`config.mk`:
```
export PLATFORM = sky130hd
export DESIGN_NAME = uart_rx
export DESIGN_NICKNAME = d
export VERILOG_FILES = /design/src/rtl/uart_pkg.sv /design/src/rtl/uart_rx_sync.sv /design/src/rtl/uart_rx.sv
export SDC_FILE = /design/constraint.sdc
export NUM_CORES = 1
export LEC_CHECK = 0
export BUFFER_PORTS_ARGS = -buffer_cell sky130_fd_sc_hd__clkbuf_2
export CAP_MARGIN = 20
export CORE_UTILIZATION = 50
export DETAILED_ROUTE_END_ITERATION = 12
export GPL_TIMING_DRIVEN = 0
export PLACE_DENSITY = 0.68
export SLEW_MARGIN = 20
export SYNTH_ARGS = -nofsm -noshare
export SYNTH_HDL_FRONTEND = slang
export SYNTH_SLANG_ARGS = --single-unit
```
`constraint.sdc`:
```
create_clock -name clk -period 3.2 [get_ports clk]
set_input_delay 0.64 -clock clk [delete_from_list [all_inputs] [get_ports clk]]
set_output_delay 0.64 -clock clk [all_outputs]
set_load 0.005 [all_outputs]
```
`src/rtl/uart_pkg.sv`:
```
// Shared UART definitions: receiver state encoding and the baud-select to
// clocks-per-bit table used by both uart_tx and uart_rx.
package uart_pkg;

  localparam int unsigned BAUD_CNT_W = 11;
  localparam int unsigned DATA_W     = 8;
  localparam int unsigned IDX_W      = 3;

  typedef enum logic [2:0] {
    IDLE,
    START,
    DATA,
    STOP,
    CLEANUP,
    WAIT_HIGH
  } rx_state_e;

  function automatic logic [BAUD_CNT_W-1:0] baud_count(input logic [2:0] sel);
    case (sel)
      3'b000:  return BAUD_CNT_W'(1042);
      3'b001:  return BAUD_CNT_W'(695);
      3'b010:  return BAUD_CNT_W'(521);
      3'b011:  return BAUD_CNT_W'(261);
      3'b100:  return BAUD_CNT_W'(174);
      3'b101:  return BAUD_CNT_W'(87);
      3'b110:  return BAUD_CNT_W'(79);
      default: return BAUD_CNT_W'(39);
    endcase
  endfunction

endpackage

```
`src/rtl/uart_rx_sync.sv`:
```
// Multi-flop synchroniser for the asynchronous serial line; resets to the
// idle (high) level so reset never looks like a start edge.
module uart_rx_sync #(
  parameter int unsigned STAGES = 2
) (
  input  logic clk,
  input  logic rst,
  input  logic d,
  output logic q
);

  logic [STAGES-1:0] chain_q;
  logic [STAGES-1:0] chain_d;

  always_comb begin
    chain_d = {chain_q[STAGES-2:0], d};
  end

  always_ff @(posedge clk) begin
    if (rst) begin
      chain_q <= '1;
    end else begin
      chain_q <= chain_d;
    end
  end

  assign q = chain_q[STAGES-1];

endmodule

```
`src/rtl/uart_rx.sv`:
```
// 8N1 UART receiver: mid-bit sampling of the synchronised line, valid/ack
// byte handshake, framing and overrun flags.
module uart_rx
  import uart_pkg::*;
#(
  parameter int unsigned SYNC_STAGES = 2,
  parameter int unsigned CNT_W       = 11
) (
  input  logic        clk,
  input  logic        rst,
  input  logic [2:0]  baud_rate_select,
  input  logic        Rx_Serial,
  input  logic        Rx_Ack,
  output logic [7:0]  Rx_Byte,
  output logic        Rx_Valid,
  output logic        Rx_Done,
  output logic        Rx_Active,
  output logic        Framing_Error,
  output logic        Overrun
);

  logic              rx_s;
  rx_state_e         state_q, state_d;
  logic [CNT_W-1:0]  clk_count_q, clk_count_d;
  logic [CNT_W-1:0]  baud_q, baud_d;
  logic [IDX_W-1:0]  bit_index_q, bit_index_d;
  logic [DATA_W-1:0] shift_q, shift_d;
  logic [DATA_W-1:0] rx_byte_q, rx_byte_d;
  logic              rx_valid_q, rx_valid_d;
  logic              rx_done_q, rx_done_d;
  logic              rx_active_q, rx_active_d;
  logic              framing_error_q, framing_error_d;
  logic              overrun_q, overrun_d;
  logic [CNT_W-1:0]  half_c;
  logic [CNT_W-1:0]  bit_end_c;

  uart_rx_sync #(.STAGES(SYNC_STAGES)) u_sync (
    .clk (clk),
    .rst (rst),
    .d   (Rx_Serial),
    .q   (rx_s)
  );

  assign half_c    = baud_q >> 1;
  assign bit_end_c = baud_q - CNT_W'(1);

  always_comb begin
    state_d         = state_q;
    clk_count_d     = clk_count_q;
    baud_d          = baud_q;
    bit_index_d     = bit_index_q;
    shift_d         = shift_q;
    rx_byte_d       = rx_byte_q;
    rx_valid_d      = rx_valid_q;
    rx_active_d     = rx_active_q;
    rx_done_d       = 1'b0;
    framing_error_d = 1'b0;
    overrun_d       = 1'b0;

    if (Rx_Ack && rx_valid_q) begin
      rx_valid_d = 1'b0;
    end

    case (state_q)
      IDLE: begin
        clk_count_d = '0;
        if (!rx_s) begin
          state_d     = START;
          rx_active_d = 1'b1;
          baud_d      = CNT_W'(baud_count(baud_rate_select));
        end
      end
      START: begin
        // Re-check the line at mid start bit to reject glitches.
        if (clk_count_q == half_c - CNT_W'(1)) begin
          clk_count_d = '0;
          if (!rx_s) begin
            state_d     = DATA;
            bit_index_d = '0;
          end else begin
            state_d     = IDLE;
            rx_active_d = 1'b0;
          end
        end else begin
          clk_count_d = clk_count_q + CNT_W'(1);
        end
      end
      DATA: begin
        if (clk_count_q == bit_end_c) begin
          clk_count_d          = '0;
          shift_d[bit_index_q] = rx_s;
          if (bit_index_q == IDX_W'(DATA_W - 1)) begin
            state_d = STOP;
          end else begin
            bit_index_d = bit_index_q + IDX_W'(1);
          end
        end else begin
          clk_count_d = clk_count_q + CNT_W'(1);
        end
      end
      STOP: begin
        if (clk_count_q == bit_end_c) begin
          clk_count_d = '0;
          if (rx_s) begin
            state_d    = CLEANUP;
            rx_byte_d  = shift_q;
            rx_done_d  = 1'b1;
            rx_valid_d = 1'b1;
            overrun_d  = rx_valid_q && !Rx_Ack;
          end else begin
            state_d         = WAIT_HIGH;
            framing_error_d = 1'b1;
          end
        end else begin
          clk_count_d = clk_count_q + CNT_W'(1);
        end
      end
      CLEANUP: begin
        state_d     = IDLE;
        rx_active_d = 1'b0;
      end
      WAIT_HIGH: begin
        // A break or stuck-low line must not start a new frame.
        if (rx_s) begin
          state_d     = IDLE;
          rx_active_d = 1'b0;
        end
      end
      default: begin
        state_d     = IDLE;
        clk_count_d = '0;
        rx_active_d = 1'b0;
      end
    endcase
  end

  always_ff @(posedge clk) begin
    if (rst) begin
      state_q         <= IDLE;
      clk_count_q     <= '0;
      baud_q          <= '0;
      bit_index_q     <= '0;
      shift_q         <= '0;
      rx_byte_q       <= '0;
      rx_valid_q      <= 1'b0;
      rx_done_q       <= 1'b0;
      rx_active_q     <= 1'b0;
      framing_error_q <= 1'b0;
      overrun_q       <= 1'b0;
    end else begin
      state_q         <= state_d;
      clk_count_q     <= clk_count_d;
      baud_q          <= baud_d;
      bit_index_q     <= bit_index_d;
      shift_q         <= shift_d;
      rx_byte_q       <= rx_byte_d;
      rx_valid_q      <= rx_valid_d;
      rx_done_q       <= rx_done_d;
      rx_active_q     <= rx_active_d;
      framing_error_q <= framing_error_d;
      overrun_q       <= overrun_d;
    end
  end

  assign Rx_Byte       = rx_byte_q;
  assign Rx_Valid      = rx_valid_q;
  assign Rx_Done       = rx_done_q;
  assign Rx_Active     = rx_active_q;
  assign Framing_Error = framing_error_q;
  assign Overrun       = overrun_q;

endmodule
```
==> results_dict.tcl, run 1 <==
set metrics [dict create \
    dpl_worst_slack_ps 150 \
    timing.fmax_ghz 0.335 \
    drt_iter0_drc 169 \
    worst_pin_slew_ps 915 \
    synthCells 384 \
    hp-start "u_sync.chain_q[0]" \
    worstHoldEndpoint "u_sync.chain_q[1]" \
    fin_hold_ws_ps 424 \
    final_cells 482 \
    tritoncts "yes" \
    r2r_end "clk_count_q[7]" \
    nNetsFinal 418 \
    path_class "flip-flop to flip-flop" \
    drc_errors 0 \
    design_area_um2 3410 \
    synthDistinctLibCells 58 \
    synth_area_um2 3130 \
    postSynthRegisterBits 51 \
    hold_class "flip-flop to flip-flop" \
    seq_area_um2 1020 \
    synth_edf_count 0 \
    setup-tns-final_ps 0 \
    n_antenna_cell 0 \
    coreArea_um2 5990 \
    power.density_nw_per_um2 361 \
    async_flop_share_pct 0 \
    worst_slack_ps 211 \
    syn_avg_cell_area_um2 8.14 \
    drt_wl_total_mm 6.94 \
    rows 28 \
    track_usage_pct 23.0 \
    reg2reg_depth 12 \
    finalCritPeriodShare_pct 93.4 \
    grt_start_max_net_pins 18 \
    grt_pass1_vias 2423 \
    cts_root_buf "clkbuf_8" \
    startpoint_type "flip-flop" \
    ys_warn_count 0 \
    cts_setup_buffers 0 \
    seq_power_share_pct 53.0 \
    vias 2726 \
    fin_skew_ps 8.10 \
    clkPwrFrac_pct 31.1 \
    cts.path.max_buffers 2 \
    synth_top_cells_by_count "51 x dfxtp_1, 46 x nor2_1, 25 x nand2_1" \
    grt_antenna_before_repair 0 \
    gp_congestion 0.913 \
    num-fill-cells 540 \
    multi_input_area_um2 1950 \
    vias_per_cell 5.66 \
    numCtsBuffers 5 \
    start_util_pct 52.2 \
    vdd_drop_max_uv 247 \
    layout_min_cycle_time_ps 2990 \
    firstDrtPassIters 4 \
    cp_max_fo 10 \
    r2r_start "baud_q[2]" \
    fin_util_pct 57.0 \
    tritoncts_num_sinks 51 \
    fin_total_pwr_mw 1.23 \
    reg2reg_setup_slack_ps 210 \
    end_kind "flip-flop" \
    yosysMostFrequentCell "dfxtp_1" \
    port_buffers 15 \
    hpwl_mm 5.18 \
    wire_per_inst_um 14.4 \
    cp.required_ps 3400 \
    h-tree-depth 2 \
    pin_count 20 \
    cap_violations 0 \
    grt_overflow 0 \
    p_leak_nw 1.35 \
    hold_viol 0 \
    synth_area_leaders "dfxtp_1 33%, nor2_1 5.5%, xnor2_1 5.0%" \
    die_w_um 81.1 \
    status "finished clean" \
    p_comb_share_pct 15.9 \
    synth_seq_area_share_pct 32.7 \
    slew_headroom_pct 38.5 \
    switching_share_pct 28.5 \
    syn_to_final_growth_pct 9.21 \
    placed_area_um2 3290 \
    switchingPower_mw 0.352 \
    ys.flop_type "dfxtp_1" \
    ant_nets 0 \
    layout-drive-gt1-share_pct 14.0 \
    hold_depth 1 \
    yosysTopAreaCell "dfxtp_1" \
    drv_slew 0 \
    dp.cells 474 \
    finalSetupViolCount 0 \
    die_h_um 81.1 \
    clk-insertion-delay-late_ps 310 \
    cts.clk_slew.worst_paths_ps 100 \
    dieArea_um2 6570 \
    grt_first_pass_wirelength_mm 11.7 \
    cp.arrival_ps 3190 \
    power.internal_mw 0.881 \
    post-synth-top-area-fraction_pct 32.7 \
    syn_nets 396 \
]
flip-flops by register name (all words and copies together) (netlist names):
register and flops:
bit_index_q 3, Rx_Byte 8, baud_q 11, Framing_Error 1, Rx_Done 1, Rx_Valid 1, shift_q 8, clk_count_q 11
Overrun 1, u_sync.chain_q 2, state_q 3, Rx_Active 1
cell type report:
| type | count | area share (%) |
|---|---|---|
| timing repair buffer | 15 | 2.20 |
| inverter | 9 | 0.990 |
| clock inverter | 3 | 0.733 |
| sequential | 51 | 29.9 |
| tap | 75 | 2.75 |
| buffer | 31 | 4.25 |
| multi-input combinational | 293 | 57.1 |
| clock buffer | 5 | 2.02 |
worst max-delay path, cell delays in order, from the launching register on:
cell and delay (ps):
dfxtp_1 390, inv_1 110, ha_1 130, buf_2 210
nor4b_4 320, nor2b_1 200, xnor2_1 80, nor4_1 240
o2111ai_1 300, a2bb2oi_2 330, buf_4 220, nor3_1 60
a221o_1 280
per-layer routing:
layer | global-route usage [%] | share of wire, %
met2 | 33.9 | 43
met5 | 0 | 0
met4 | 6.96 | 1.1
met3 | 3.93 | 3.4
met1 | 33.8 | 52
placed cells by master, fill, tap and decap left out, types with 7 or more instances in the layout:
| master | count |
|---|---|
| dfxtp_1 | 51 |
| nor2_1 | 45 |
| nand2_1 | 25 |
| clkbuf_1 | 20 |
| nand3_1 | 19 |
| xnor2_1 | 18 |
| a21oi_1 | 16 |
| clkbuf_2 | 15 |
| nor3_1 | 13 |
| nand2b_1 | 13 |
| mux2i_1 | 12 |
| nor2b_1 | 10 |
| o21ai_0 | 10 |
| inv_1 | 9 |
| a211oi_1 | 9 |
| buf_2 | 8 |
| xor2_1 | 8 |
| nor4_1 | 7 |
| or2_2 | 7 |
worst max path at each step:
stage                          from             end  slack, ps
after global routing      baud_q[1]      state_q[1]        -10
after global placement    baud_q[2]  clk_count_q[7]        210
after floorplan           baud_q[1]      Rx_Byte[0]        640
final                     baud_q[2]  clk_count_q[7]        210
after detailed placement  baud_q[2]      shift_q[7]        150
after CTS                 baud_q[2]  clk_count_q[8]        130
power groups by stage:
stage          clock network [mW]  registers, mW  logic [mW]
2_1_floorplan                   0          0.665       0.151
3_3_place_gp                    0          0.667       0.185
3_5_place_dp                    0          0.668       0.188
4_1_cts                     0.390          0.653       0.189
5_1_grt                     0.412          0.655       0.217
6_report                    0.384          0.654       0.196
cells by family after synthesis:
group | synth area share (%)
mux | 4.20
buf+inv | 5.72
fa+ha+maj | 2.00
xor+xnor | 8.05
compound gates | 17.1
simple gates | 30.3
flops | 32.7
timing repair:
item | CTS | global route
hold buffers | 0 | 0
gates resized for setup | 0 | 4
setup endpoints to repair | 0 | 23
Power figures use the tool's default switching activity.
==> run 2, diff against run 1 <==
--- a/config.mk
+++ b/config.mk
@@ -7,10 +7,9 @@
 export LEC_CHECK = 0
 export BUFFER_PORTS_ARGS = -buffer_cell sky130_fd_sc_hd__clkbuf_2
 export CAP_MARGIN = 20
-export CORE_UTILIZATION = 50
+export CORE_UTILIZATION = 25
 export DETAILED_ROUTE_END_ITERATION = 12
 export GPL_TIMING_DRIVEN = 0
-export PLACE_DENSITY = 0.68
 export SLEW_MARGIN = 20
 export SYNTH_ARGS = -nofsm -noshare
 export SYNTH_HDL_FRONTEND = slang
==> run 2 against run 1 <==
Net effect:
- cell area rose by 5.5%
- via count rose by 4.1%
- combinational power barely moved
- sequential power barely moved
- highest routed layer unchanged
==> results_dict.tcl, run 2 (synthesized netlist as in run 1, its figures left out) <==
set metrics [dict create \
    status "finished clean" \
    layout-drive-gt1-share_pct 13.8 \
    end_kind "flip-flop" \
    vdd_drop_max_uv 207 \
    path_class "flip-flop to flip-flop" \
    track_usage_pct 12.1 \
    power.density_nw_per_um2 412 \
    grt_setup_unrepaired "false" \
    grt_first_pass_wirelength_mm 12.8 \
    coreArea_um2 12100 \
    clk-insertion-delay-late_ps 300 \
    worst_pin_slew_ps 829 \
    cts.path.max_buffers 2 \
    grt_antenna_before_repair 0 \
    fin_total_pwr_mw 1.49 \
    nNetsFinal 418 \
    gp_congestion 0.840 \
    final_cell_mix "51 x dfxtp_1, 45 x nor2_1, 25 x nand2_1" \
    drt_wl_total_mm 7.55 \
    final_common_cell "dfxtp_1" \
    met1_length_mm 3.73 \
    n_antenna_cell 0 \
    setup-tns-final_ps 0 \
    hpwl_mm 5.46 \
    firstDrtPassIters 4 \
    rows 40 \
    wire_per_inst_um 13.1 \
    cp.required_ps 3380 \
    hold_viol 0 \
    port_buffers 15 \
    routed.top_layer "met4" \
    dpl_worst_slack_ps 147 \
    dp.cells 567 \
    h-tree-depth 2 \
    met2_wirelength_mm 3.38 \
    finalSetupViolCount 0 \
    cts_resized 0 \
    r2r_end "clk_count_q[7]" \
    layout_min_cycle_time_ps 3000 \
    cts_setup_buffers 0 \
    startpoint_type "flip-flop" \
    r2r_start "baud_q[1]" \
    slew_headroom_pct 44.2 \
    cts.clk_slew.worst_paths_ps 70 \
    grt_start_max_net_pins 18 \
    cts_root_buf "clkbuf_16" \
    numCtsBuffers 5 \
    finalCritPeriodShare_pct 93.7 \
    reg2reg_depth 11 \
    vias 2839 \
    met3_length_um 299 \
    die_w_um 114 \
    hp-start "u_sync.chain_q[0]" \
    hold_buffers 0 \
    tritoncts_num_sinks 51 \
    grt_pass1_vias 2615 \
    pin_count 20 \
    ant_nets 0 \
    cp.arrival_ps 3180 \
    final_cells 575 \
    cp_max_fo 10 \
    reg2reg_setup_slack_ps 200 \
    start_util_pct 25.8 \
    tritoncts "yes" \
    p_leak_nw 1.39 \
    startpoint "baud_q[1]" \
    worstHoldEndpoint "u_sync.chain_q[1]" \
    fin_skew_ps 6.54 \
    dieArea_um2 13000 \
    worst_slack_ps 202 \
    syn_to_final_growth_pct 15.3 \
    drt_iter0_drc 218 \
    die_h_um 114 \
    hold_depth 1 \
    vias_per_cell 4.94 \
    largestRegisters "baud_q (11), clk_count_q (11)" \
    hold_class "flip-flop to flip-flop" \
    drv_slew 0 \
    cap_violations 0 \
    grt_overflow 0 \
    drc_errors 0 \
    timing.fmax_ghz 0.334 \
]
run 2: changes by cell type in the layout (fill, tap and decap cells not counted):
cell	before	now
clkbuf_16	0	5
clkinv_4	2	0
o31ai_1	2	3
bufinv_16	0	1
o31ai_2	1	0
inv_6	0	1
clkbuf_8	5	0
run 2: power breakdown:
part           switching [mW]  internal [mW]
combinational           0.116         0.0815
sequential             0.0110          0.643
clock                   0.262          0.372
total                   0.389           1.10
run 2: worst max-delay path by stage:
stage	end	slack (ps)	cells past startpoint
after floorplan	Rx_Byte[0]	640	12
after global placement	state_q[1]	220	12
after detailed placement	clk_count_q[7]	150	11
after CTS	clk_count_q[7]	100	11
after global routing	state_q[2]	10	12
final	clk_count_q[7]	200	11
run 2: worst max-delay path: stages, from the launching register on:
cell and delay, ps:
dfxtp_1 380, inv_1 110, ha_1 210, nor2b_1 330, nand3_1 120, o31ai_1 450
nand3b_1 240, nor2_1 240, a2bb2oi_2 240, buf_4 210, nor3_1 60, a221o_1 290
run 2: through the flow:
step                instance area, um^2  util (%)  hold WS [ps]
floorplan                          3130         -           389
global placement                   3410      28.2           406
detailed placement                 3410      28.2           406
CTS                                3580      29.6           421
global route                       3600      29.7           450
finish                             3600      29.7           421
run 2: final cells by class:
| type | count | area (um^2) |
|---|---|---|
| clock buffer | 5 | 125 |
| clock inverter | 3 | 46.3 |
| sequential | 51 | 1020 |
| tap | 168 | 210 |
| inverter | 9 | 33.8 |
| buffer | 31 | 145 |
| multi-input combinational | 293 | 1950 |
| fill | 1303 | 8510 |
| timing repair buffer | 15 | 75.1 |
run 2: layer usage:
layer / vias up / track usage [%]
li1: 1408 / -
met1: 1365 / 16.7
met2: 54 / 18.9
met3: 12 / 2.50
met4: 0 / 3.90
met5: - / 0
